## config.mk

```make
export PLATFORM = sky130hd
export DESIGN_NAME = alu_led_pager_flat
export DESIGN_NICKNAME = d
export VERILOG_FILES = /design/src/rtl/alu_led_pkg.sv /design/src/rtl/alu_led_if.sv /design/src/rtl/alu_led_pager_timer.sv /design/src/rtl/alu_led_pager.sv /design/src/flat_wrapper.sv
export SDC_FILE = /design/constraint.sdc
export NUM_CORES = 1
export LEC_CHECK = 0
export ABC_AREA = 1
export CORE_ASPECT_RATIO = 1.25
export CORE_MARGIN = 3
export CORE_UTILIZATION = 40
export DETAILED_ROUTE_END_ITERATION = 8
export SKIP_LAST_GASP = 1
export SLEW_MARGIN = 20
export SYNTH_ARGS = -nofsm -noshare
export SYNTH_HDL_FRONTEND = slang
export SYNTH_SLANG_ARGS = --single-unit
```

## constraint.sdc

```tcl
create_clock -name clk -period 3 [get_ports clk]
set_input_delay 0.75 -clock clk [delete_from_list [all_inputs] [get_ports clk]]
set_output_delay 0.75 -clock clk [all_outputs]
set_load 0.03 [all_outputs]
```

## src/rtl/alu_led_pkg.sv

```systemverilog
// ALU LED pager shared types and helpers.
// Flag LED positions and page-count function.
package alu_led_pkg;

  localparam int SF_BIT = 2;
  localparam int CF_BIT = 1;
  localparam int OF_BIT = 0;

  typedef struct packed {
    logic zf;
    logic of;
    logic cf;
    logic sf;
  } alu_flags_t;

  // ZF sits on the top LED, so its position tracks the page width.
  function automatic int zf_bit(input int led_w);
    return led_w - 1;
  endfunction

  function automatic int npage(input int data_w, input int led_w);
    return data_w / led_w;
  endfunction

endpackage

```

## src/rtl/alu_led_if.sv

```systemverilog
// ALU-side inputs and LED-side outputs of the pager.
// master drives ALU values and switches; slave is the pager.
interface alu_led_if #(
  parameter int DATA_W = 32,
  parameter int LED_W  = 8,
  parameter int SEL_W  = 3
);

  logic [DATA_W-1:0] F;
  logic              ZF;
  logic              OF;
  logic              CF;
  logic              SF;
  logic              cap_vld;
  logic [SEL_W-1:0]  sel;
  logic              auto_en;
  logic [LED_W-1:0]  LED;
  logic [SEL_W-1:0]  page;

  modport master (
    output F, ZF, OF, CF, SF,
    output cap_vld, sel, auto_en,
    input  LED, page
  );

  modport slave (
    input  F, ZF, OF, CF, SF,
    input  cap_vld, sel, auto_en,
    output LED, page
  );

endinterface

```

## src/rtl/alu_led_pager_timer.sv

```systemverilog
// Cycle timer: counts 0..CYCLES-1 while enabled.
// tick is high during the last count of each period.
module led_dwell_timer #(
  parameter int CYCLES = 4
) (
  input  logic clk,
  input  logic rst,
  input  logic en,
  input  logic clr,
  output logic tick
);

  localparam int CW = (CYCLES > 1) ? $clog2(CYCLES) : 1;
  localparam logic [CW-1:0] LAST = CW'(CYCLES - 1);

  logic [CW-1:0] cnt;

  assign tick = en && !clr && (cnt == LAST);

  // Count while enabled; wrap on tick, zero on clear.
  always_ff @(posedge clk or posedge rst) begin
    if (rst) begin
      cnt <= '0;
    end else if (clr || tick) begin
      cnt <= '0;
    end else if (en) begin
      cnt <= cnt + CW'(1);
    end
  end

endmodule

```

## src/rtl/alu_led_pager.sv

```systemverilog
// LED pager: snapshots ALU result/flags, shows one page.
// Optional flag-page blink on overflow: ALU_LED_BLINK_EN.
module alu_led_pager
  import alu_led_pkg::*;
#(
  parameter int DATA_W    = 32,
  parameter int LED_W     = 8,
  parameter int DWELL     = 50000000,
  parameter int BLINK_DIV = 12500000
) (
  input logic     clk,
  input logic     rst,
  alu_led_if.slave bus
);

  localparam int NPAGE  = npage(DATA_W, LED_W);
  localparam int SEL_W  = $clog2(NPAGE + 1);
  localparam int ZF_BIT = zf_bit(LED_W);
  localparam logic [SEL_W-1:0] FLAG_PG = SEL_W'(NPAGE);

  logic [DATA_W-1:0] snap_f;
  alu_flags_t        snap_fl;
  logic [SEL_W-1:0]  page_q;
  logic [SEL_W-1:0]  sel_c;
  logic [SEL_W-1:0]  page_adv;
  logic              auto_q;
  logic              scan_on;
  logic              dwell_tick;
  logic [LED_W-1:0]  flag_pat;
  logic [LED_W-1:0]  flag_show;
  logic [LED_W-1:0]  led_dat;
  logic [LED_W-1:0]  led_q;

  assign sel_c    = (bus.sel >= FLAG_PG) ? FLAG_PG : bus.sel;
  assign page_adv = (page_q == FLAG_PG) ? '0 : page_q + SEL_W'(1);
  assign scan_on  = bus.auto_en && auto_q;

  led_dwell_timer #(
    .CYCLES(DWELL)
  ) u_dwell (
    .clk (clk),
    .rst (rst),
    .en  (scan_on),
    .clr (!scan_on),
    .tick(dwell_tick)
  );

  // Snapshot ALU result and flags on each capture strobe.
  always_ff @(posedge clk or posedge rst) begin
    if (rst) begin
      snap_f  <= '0;
      snap_fl <= '0;
    end else if (bus.cap_vld) begin
      snap_f  <= bus.F;
      snap_fl <= '{zf: bus.ZF, of: bus.OF,
                   cf: bus.CF, sf: bus.SF};
    end
  end

  // Page select: switches in manual, dwell stepping in auto.
  // auto_q resets high so a scan running across reset
  // restarts at page 0 instead of reloading the switches.
  always_ff @(posedge clk or posedge rst) begin
    if (rst) begin
      page_q <= '0;
      auto_q <= 1'b1;
    end else begin
      auto_q <= bus.auto_en;
      unique case (1'b1)
        !scan_on:   page_q <= sel_c;
        dwell_tick: page_q <= page_adv;
        default:    page_q <= page_q;
      endcase
    end
  end

  // Flag page layout.
  always_comb begin
    flag_pat         = '0;
    flag_pat[ZF_BIT] = snap_fl.zf;
    flag_pat[SF_BIT] = snap_fl.sf;
    flag_pat[CF_BIT] = snap_fl.cf;
    flag_pat[OF_BIT] = snap_fl.of;
  end

  // Data page slice for the current page.
  always_comb begin
    led_dat = '0;
    for (int p = 0; p < NPAGE; p++) begin
      if (page_q == SEL_W'(p)) begin
        led_dat = snap_f[p*LED_W +: LED_W];
      end
    end
  end

`ifdef ALU_LED_BLINK_EN
  logic blink_tick;
  logic blink_ph;

  led_dwell_timer #(
    .CYCLES(BLINK_DIV)
  ) u_blink (
    .clk (clk),
    .rst (rst),
    .en  (1'b1),
    .clr (1'b0),
    .tick(blink_tick)
  );

  // Blink phase, starting in the lit half.
  always_ff @(posedge clk or posedge rst) begin
    if (rst) begin
      blink_ph <= 1'b1;
    end else if (blink_tick) begin
      blink_ph <= ~blink_ph;
    end
  end

  assign flag_show = (snap_fl.of && !blink_ph) ? '0 : flag_pat;
`else
  assign flag_show = flag_pat;
`endif

  // Registered LED drive from the held page and snapshot.
  always_ff @(posedge clk or posedge rst) begin
    if (rst) begin
      led_q <= '0;
    end else if (page_q == FLAG_PG) begin
      led_q <= flag_show;
    end else begin
      led_q <= led_dat;
    end
  end

  assign bus.LED  = led_q;
  assign bus.page = page_q;

endmodule

```

## src/flat_wrapper.sv

```systemverilog
// flat-port wrapper written by rule: the top's interface ports become plain ports
module alu_led_pager_flat import alu_led_pkg::*;
#(
  parameter int DATA_W    = 32,
  parameter int LED_W     = 8,
  parameter int DWELL     = 50000000,
  parameter int BLINK_DIV = 12500000
)
  (clk, rst, bus_F, bus_ZF, bus_OF, bus_CF, bus_SF, bus_cap_vld, bus_sel, bus_auto_en, bus_LED, bus_page);
  alu_led_if #(.DATA_W(DATA_W), .LED_W(LED_W), .SEL_W(3)) bus_i ();
  input logic clk;
  input logic rst;
  input wire logic [$bits(bus_i.F)-1:0] bus_F;
  input wire logic [$bits(bus_i.ZF)-1:0] bus_ZF;
  input wire logic [$bits(bus_i.OF)-1:0] bus_OF;
  input wire logic [$bits(bus_i.CF)-1:0] bus_CF;
  input wire logic [$bits(bus_i.SF)-1:0] bus_SF;
  input wire logic [$bits(bus_i.cap_vld)-1:0] bus_cap_vld;
  input wire logic [$bits(bus_i.sel)-1:0] bus_sel;
  input wire logic [$bits(bus_i.auto_en)-1:0] bus_auto_en;
  output wire logic [$bits(bus_i.LED)-1:0] bus_LED;
  output wire logic [$bits(bus_i.page)-1:0] bus_page;
  assign bus_i.F = bus_F;
  assign bus_i.ZF = bus_ZF;
  assign bus_i.OF = bus_OF;
  assign bus_i.CF = bus_CF;
  assign bus_i.SF = bus_SF;
  assign bus_i.cap_vld = bus_cap_vld;
  assign bus_i.sel = bus_sel;
  assign bus_i.auto_en = bus_auto_en;
  assign bus_LED = bus_i.LED;
  assign bus_page = bus_i.page;
  alu_led_pager #(.DATA_W(DATA_W), .LED_W(LED_W), .DWELL(DWELL), .BLINK_DIV(BLINK_DIV)) u_core (.clk(clk), .rst(rst), .bus(bus_i));
endmodule
```

* Word-level counts from Yosys, hierarchy flattened
Index checks and enable logic that the tools add are counted.
Storage, ports and cells: register bits 74, output and inout bits 11, logic and storage cells 34, input port bits 43
Cells by class: magnitude comparators 1, equal/unequal tests 5, mux-type cells 10, add/sub/neg operators 2, reductions and logical operators 7
Operator list (number):
- 26-bit two-way mux | 2
- 8-bit two-way mux | 5
- 26-bit by 1-bit adder with 26-bit output, second input constant | 1
- 26-bit equality test, second input constant | 1
- 3-bit by 2-bit equality test with 1-bit output, second input constant | 2
- 3-bit two-way mux | 2
- 3-bit one-hot mux with 2 select lines | 1
- 2-bit nonzero test | 2
- 3-bit by 1-bit adder with 3-bit output, second input constant | 1
- 3-bit by 1-bit equality test with 1-bit output, second input constant | 1
- 3-bit equality test, second input constant | 1
- 3-bit >= comparator, second input constant | 1
- 3-bit zero test | 1
- 1-bit logical AND | 2
- 1-bit zero test | 1
- 1-bit logical OR | 1

* Depth between registers and ports, before layout
depth after elaboration 6, gate-level depth with buffers 9, depth with buffers taken out 9

* By module
From an unflattened synthesis, not the netlist that was laid out.
Unflattened totals: cell total of the unflattened synthesis 549, area total of the unflattened synthesis 4111.4 sq um
By module, submodules not included:
- alu_led_pager | seq. area each 1202.4 sq um, cells each 260, area an instance 2269.7 sq um, instances 1
- led_dwell_timer | seq. area each 650.6 sq um, cells each 289, area an instance 1841.8 sq um, instances 1

* Worst setup path after synthesis
OpenSTA, ideal clock, no wires.
path type flip-flop to flip-flop, from reg u_core.page_q[0], in the netlist u_core.bus.page[0], to reg u_core.led_q[5], in the netlist u_core.bus.LED[5], period minus slack after synthesis 1.747 ns, slack 1.253 ns, cell stages (with the launch flop) 8, data arrival time 1.670 ns, buffers on the path 1, data required time 2.922 ns, setup time 0.078 ns, path through dfrtp_1 ha_1 ha_1 inv_1 clkbuf_1 o21ai_0 o21bai_1 a21oi_1
Between the ends: cells in the longest elaborated chain, start to end 6, elaborated cells between the ends (all ways) 10, classes of those cells eq/ne (4); mux (5); reduce/logical (1)
RTL lines:
- start: declaration | RTL line alu_led_pager.sv:23 | logic [SEL_W-1:0] page_q;
- start signal: assignment | RTL line alu_led_pager.sv:71 | dwell_tick: page_q <= page_adv;
- start signal: assignment | RTL line alu_led_pager.sv:72 | default: page_q <= page_q;
- 3-bit zero test | RTL line alu_led_pager.sv:90 | if (page_q == SEL_W'(p)) begin
- 8-bit two-way mux (4 in series) | RTL line alu_led_pager.sv:90
- 8-bit two-way mux * | RTL line alu_led_pager.sv:128 | end else if (page_q == FLAG_PG) begin
- end signal: assignment | RTL line alu_led_pager.sv:129 | led_q <= flag_show;
- end signal: assignment | RTL line alu_led_pager.sv:131 | led_q <= led_dat;
- end: declaration | RTL line alu_led_pager.sv:32 | logic [LED_W-1:0] led_q;
Mark *: on every way between the ends. The rest lies on a longest branch, timed or not. A chain may end at the register's enable or synchronous reset.

* Worst setup path in the final report
from reg u_core.page_q[0], in the netlist u_core.bus.page[0], to out bus_page[0]
RTL lines:
- end: declaration | RTL line flat_wrapper.sv:22 | output wire logic [$bits(bus_i.page)-1:0] bus_page;
No word-level cell between the ends.

==> out/qor_table.md <==
| Step | Parameter | Reported |
|:---|:---|:---|
| outcome | Outcome | complete, no violations |
| worst setup path | Worst reg2reg path depth | 8 |
| min path | Worst min-delay path category | flip-flop to flip-flop |
| route | WL final | 8390 um |
| placement | HPWL after detailed placement | 6190 um |
| placement | Worst slack at placement | 848 ps |
| floorplanning | Die Area | 0.0107 mm2 |
| finish | Nets | 571 |
| pwr | Total design power | 0.00251 W |
| min path | Number of cells traversed by the worst hold path | 1 |
| worst setup path | Launch instance of the worst register-to-register path | u_core.u_dwell.cnt[0] |
| finish | Area grow syn2layout | 24.9% |
| yosys | Average size of a mapped cell | 8.18 um2 |
| floorplanning | Effective utilization at floorplan | 41.2% |
| route | Count of routing violations after the opening detailed-route iteration | 137 |
| yosys | Warnings from Yosys | 0 |
| finish | Non-Filler Instances | 650 |
| pwr | Static Leakage | 2.03 nW |
| placement | Placement Cell Area | 0.00445 mm2 |
| min path | Launch point of the worst hold path | u_core.snap_f[14] |
| timing | Final worst-path cycle share | 74.4% |
| worst setup path | Highest cell delay on the worst timing path | 710 ps |
| timing | Slew at the pin closest to its max-slew limit | 817 ps |
| worst setup path | Type of the setup path with the least slack | flip-flop to output pin |
| clock tree | Root Buffer Master | sky130_fd_sc_hd__clkbuf_16 |
| placement | Port-buffer cells | 53 |
| clock tree | # H-tree levels | 3 |
| yosys | Synth cell types | 23 |
| worst setup path | Crit end category | output pin |
| timing | Final worst path period need | 2230 ps |
| worst setup path | Startpoint class of the critical path | flip-flop |
| floorplanning | Core Rows | 39 |
| yosys | Synthesized netlist cell count | 465 |
| worst setup path | WP buf/inv | 1 |
| finish | Antenna diodes | 0 |
| worst setup path | Terminus of the critical flop-to-flop path | u_core.u_dwell.cnt[8] |
| clock tree | Clock latency on the worst-skew pair | 330 ps |
| worst setup path | CP Data Arrival Time | 1480 ps |
| timing | Count of endpoints failing hold in the final timing report | 0 |
| floorplanning | I/O pin cnt | 54 |
| timing | Final setup margin | 768 ps |
| clock tree | Clock Path Buffers | 2 |
| timing | Final setup vio count | 0 |
| yosys | Biggest area consumer among synthesized cells | sky130_fd_sc_hd__dfrtp_1 |
| clock tree | TritonCTS Buffers | 9 |
| worst setup path | Chain of cells forming the critical path | clkdlybuf4s50_1 |
| yosys | Post-synthesis sequential element count | 74 |
| route | # DRC | 0 |
| global route | Global-route wire length before repair | 14700 um |
| pwr | Power density cells | 528 mW/mm2 |
| worst setup path | Worst setup slack for register-to-register paths | 1180 ps |
| floorplanning | Die outline width | 93.2 um |
| timing | Unrepaired setup endpoints after global routing | no |
| worst setup path | Peak fanout along the critical path | 6 |
| global route | Grt total ovfl | 0 |
| clock tree | Clock tree from TritonCTS | yes |
| clock tree | Number of gates resized after CTS | 0 |
| yosys | Mapped Area | 0.00380 mm2 |
| yosys | Leading post-synthesis cells by cell area | sky130_fd_sc_hd__dfrtp_1, sky130_fd_sc_hd__nand2_1, sky130_fd_sc_hd__nor2_1 |
| clock tree | Number of buffers inserted for hold repair after clock tree synthesis | 0 |
| global route | Total global-route track usage | 17.3% |
| clock tree | Clock sink count | 74 |
| placement | Placed cell count | 634 |
| yosys | Number of nets produced by synthesis | 514 |
| global route | Pin count of the biggest net entering global routing | 75 |
| route | Routed wire per std cell | 12.9 um |
| timing | Number of pins with negative max-slew slack in the final report | 0 |
| route | Number of iterations in the first detailed-routing pass | 4 |
| clock tree | Number of setup buffers added after CTS | 0 |
| yosys | Part of the Yosys area used for sequential elements | 48.7% |
| global route | Number of global-route vias before repair | 3170 |
| timing | Final TNS setup | 0 ps |
| finish | Post-Layout Inst Area | 0.00475 mm2 |
| worst setup path | Required @ worst endpoint | 2250 ps |
| placement | Weighted congestion at the end of routability-driven global placement | 0.911 |
| yosys | Portion of synthesized cell area occupied by the leading cell type | 48.0% |
| min path | Worst-case hold path end point | u_core.snap_f[14] |
| floorplanning | Vert. Die Dim | 115 um |
| floorplanning | Core area | 0.00922 mm2 |
| timing | Worst clock skew | 6.43 ps |
| clock tree | Clock Pin Slew Worst Setup and Hold Paths | 60 ps |
| route | Via count | 3099 |
| pwr | Worst vdd rail ir drop | 0.300 mV |
| worst setup path | Cell family with most CP delay | buffers and inverters |
| timing | Slew margin rel. | 45.5% |
| timing | Upper clock frequency limit | 0.448 GHz |
| job | Number of maximum-capacitance violations | 0 |
| global route | Number of antenna violations at the first check in global routing | 0 |
| route | Antenna Nets Post-Route | 0 |
| route | Via density per instance | 4.77 |
| worst setup path | Standard cell with the maximum stage delay on the critical path | sky130_fd_sc_hd__clkdlybuf4s50_1 |
| finish | Proportion of layout cells with a drive suffix above 1 | 12.1% |
-- registers in the layout, summed over array words and instances (netlist names) --
signal / count
u_core.auto_q: 1
u_core.bus.LED: 8
u_core.bus.page: 3
u_core.flag_pat: 4
u_core.snap_f: 32
u_core.u_dwell.cnt: 26
-- kinds of logic (layout without fill, tap and decap cells) --
group                    after synthesis  count (layout)  share of synthesized area, %
XOR/XNOR                               9               9                          2.07
AND/OR/NAND/NOR                      255             255                          28.5
adder cells (fa/ha/maj)                6               6                          1.97
multiplexers                          24              24                          7.11
flip-flops                            74              74                          48.7
buffers and inverters                 64             126                          7.14
AO/OA/AOI/OAI                         33              33                          4.54
-- Yosys cell counts --
library cell,instances
sky130_fd_sc_hd__nand2_1,117
sky130_fd_sc_hd__dfrtp_1,73
sky130_fd_sc_hd__nor2_1,72
sky130_fd_sc_hd__inv_1,55
sky130_fd_sc_hd__nand3_1,38
sky130_fd_sc_hd__mux2_2,24
sky130_fd_sc_hd__o21ai_0,22
sky130_fd_sc_hd__nor2_2,13
sky130_fd_sc_hd__a21oi_1,8
sky130_fd_sc_hd__ha_1,6
sky130_fd_sc_hd__nor3_1,6
sky130_fd_sc_hd__xor2_1,5
sky130_fd_sc_hd__clkbuf_1,4
sky130_fd_sc_hd__xnor2_1,4
sky130_fd_sc_hd__buf_2,3
sky130_fd_sc_hd__nand2_2,3
sky130_fd_sc_hd__nand4_1,3
sky130_fd_sc_hd__o21bai_1,3
sky130_fd_sc_hd__nor2_4,2
sky130_fd_sc_hd__buf_12,1
sky130_fd_sc_hd__buf_8,1
sky130_fd_sc_hd__dfstp_2,1
sky130_fd_sc_hd__nand2_4,1
-- how the worst max path moves through the flow --
| stage | startpoint | end | slack (ps) | cells past startpoint |
|---|---|---|---|---|
| final | u_core.bus.page[0] | bus_page[0] | 770 | 1 |
| after global routing | u_core.bus.page[0] | bus_page[0] | 710 | 1 |
| after CTS | u_core.bus.page[0] | bus_page[0] | 750 | 1 |
| after detailed placement | bus_auto_en | u_core.u_dwell.cnt[8] | 850 | 5 |
| after global placement | bus_auto_en | u_core.u_dwell.cnt[8] | 950 | 5 |
| after floorplan | rst | u_core.bus.LED[0] | 370 | 1 |
-- through the flow --
stage | hold WS, ps | util [%]
floorplan | 475 | -
finish | 509 | 51.5
global route | 519 | 51.5
detailed placement | 497 | 48.2
CTS | 510 | 51.5
global placement | 484 | 48.2
-- metal layers --
layer  GRT usage [%]  vias to the layer above  wire, um
met5               0                        -         0
met4            8.02                        0       231
met3            4.06                       20       316
met2            29.0                       61      4140
met1            21.1                     1441      3700
li1                -                     1577         -
-- placed cells by master (no fill, tap or decap), types with 2 or more instances in the layout --
cell	count
sky130_fd_sc_hd__mux2_2	24
sky130_fd_sc_hd__clkdlybuf4s50_1	52
sky130_fd_sc_hd__nand3_1	38
sky130_fd_sc_hd__dfrtp_1	73
sky130_fd_sc_hd__xor2_1	5
sky130_fd_sc_hd__nand4_1	3
sky130_fd_sc_hd__nor3_1	6
sky130_fd_sc_hd__xnor2_1	4
sky130_fd_sc_hd__clkbuf_16	9
sky130_fd_sc_hd__nor2_4	2
sky130_fd_sc_hd__nand2_2	3
sky130_fd_sc_hd__a21oi_1	8
sky130_fd_sc_hd__inv_1	54
sky130_fd_sc_hd__nor2_1	72
sky130_fd_sc_hd__nor2_2	13
sky130_fd_sc_hd__nand2_1	117
sky130_fd_sc_hd__o21ai_0	22
sky130_fd_sc_hd__o21bai_1	3
sky130_fd_sc_hd__clkinv_2	2
sky130_fd_sc_hd__ha_1	6
-- area by class of cell --
type / instances / area [um2]
fill: 890 / 4470
clock buffer: 10 / 239
sequential: 74 / 1850
clock inverter: 6 / 65.1
timing repair buffer: 55 / 553
multi-input combinational: 327 / 1680
tap: 123 / 154
inverter: 55 / 206
-- where the power goes --
part           total (W)  switching [W]  internal (W)
registers        0.00110      0.0000310       0.00107
logic           0.000319       0.000168      0.000151
clock network    0.00109       0.000421      0.000668
total            0.00251       0.000620       0.00189
Power figures use the tool's default switching activity.
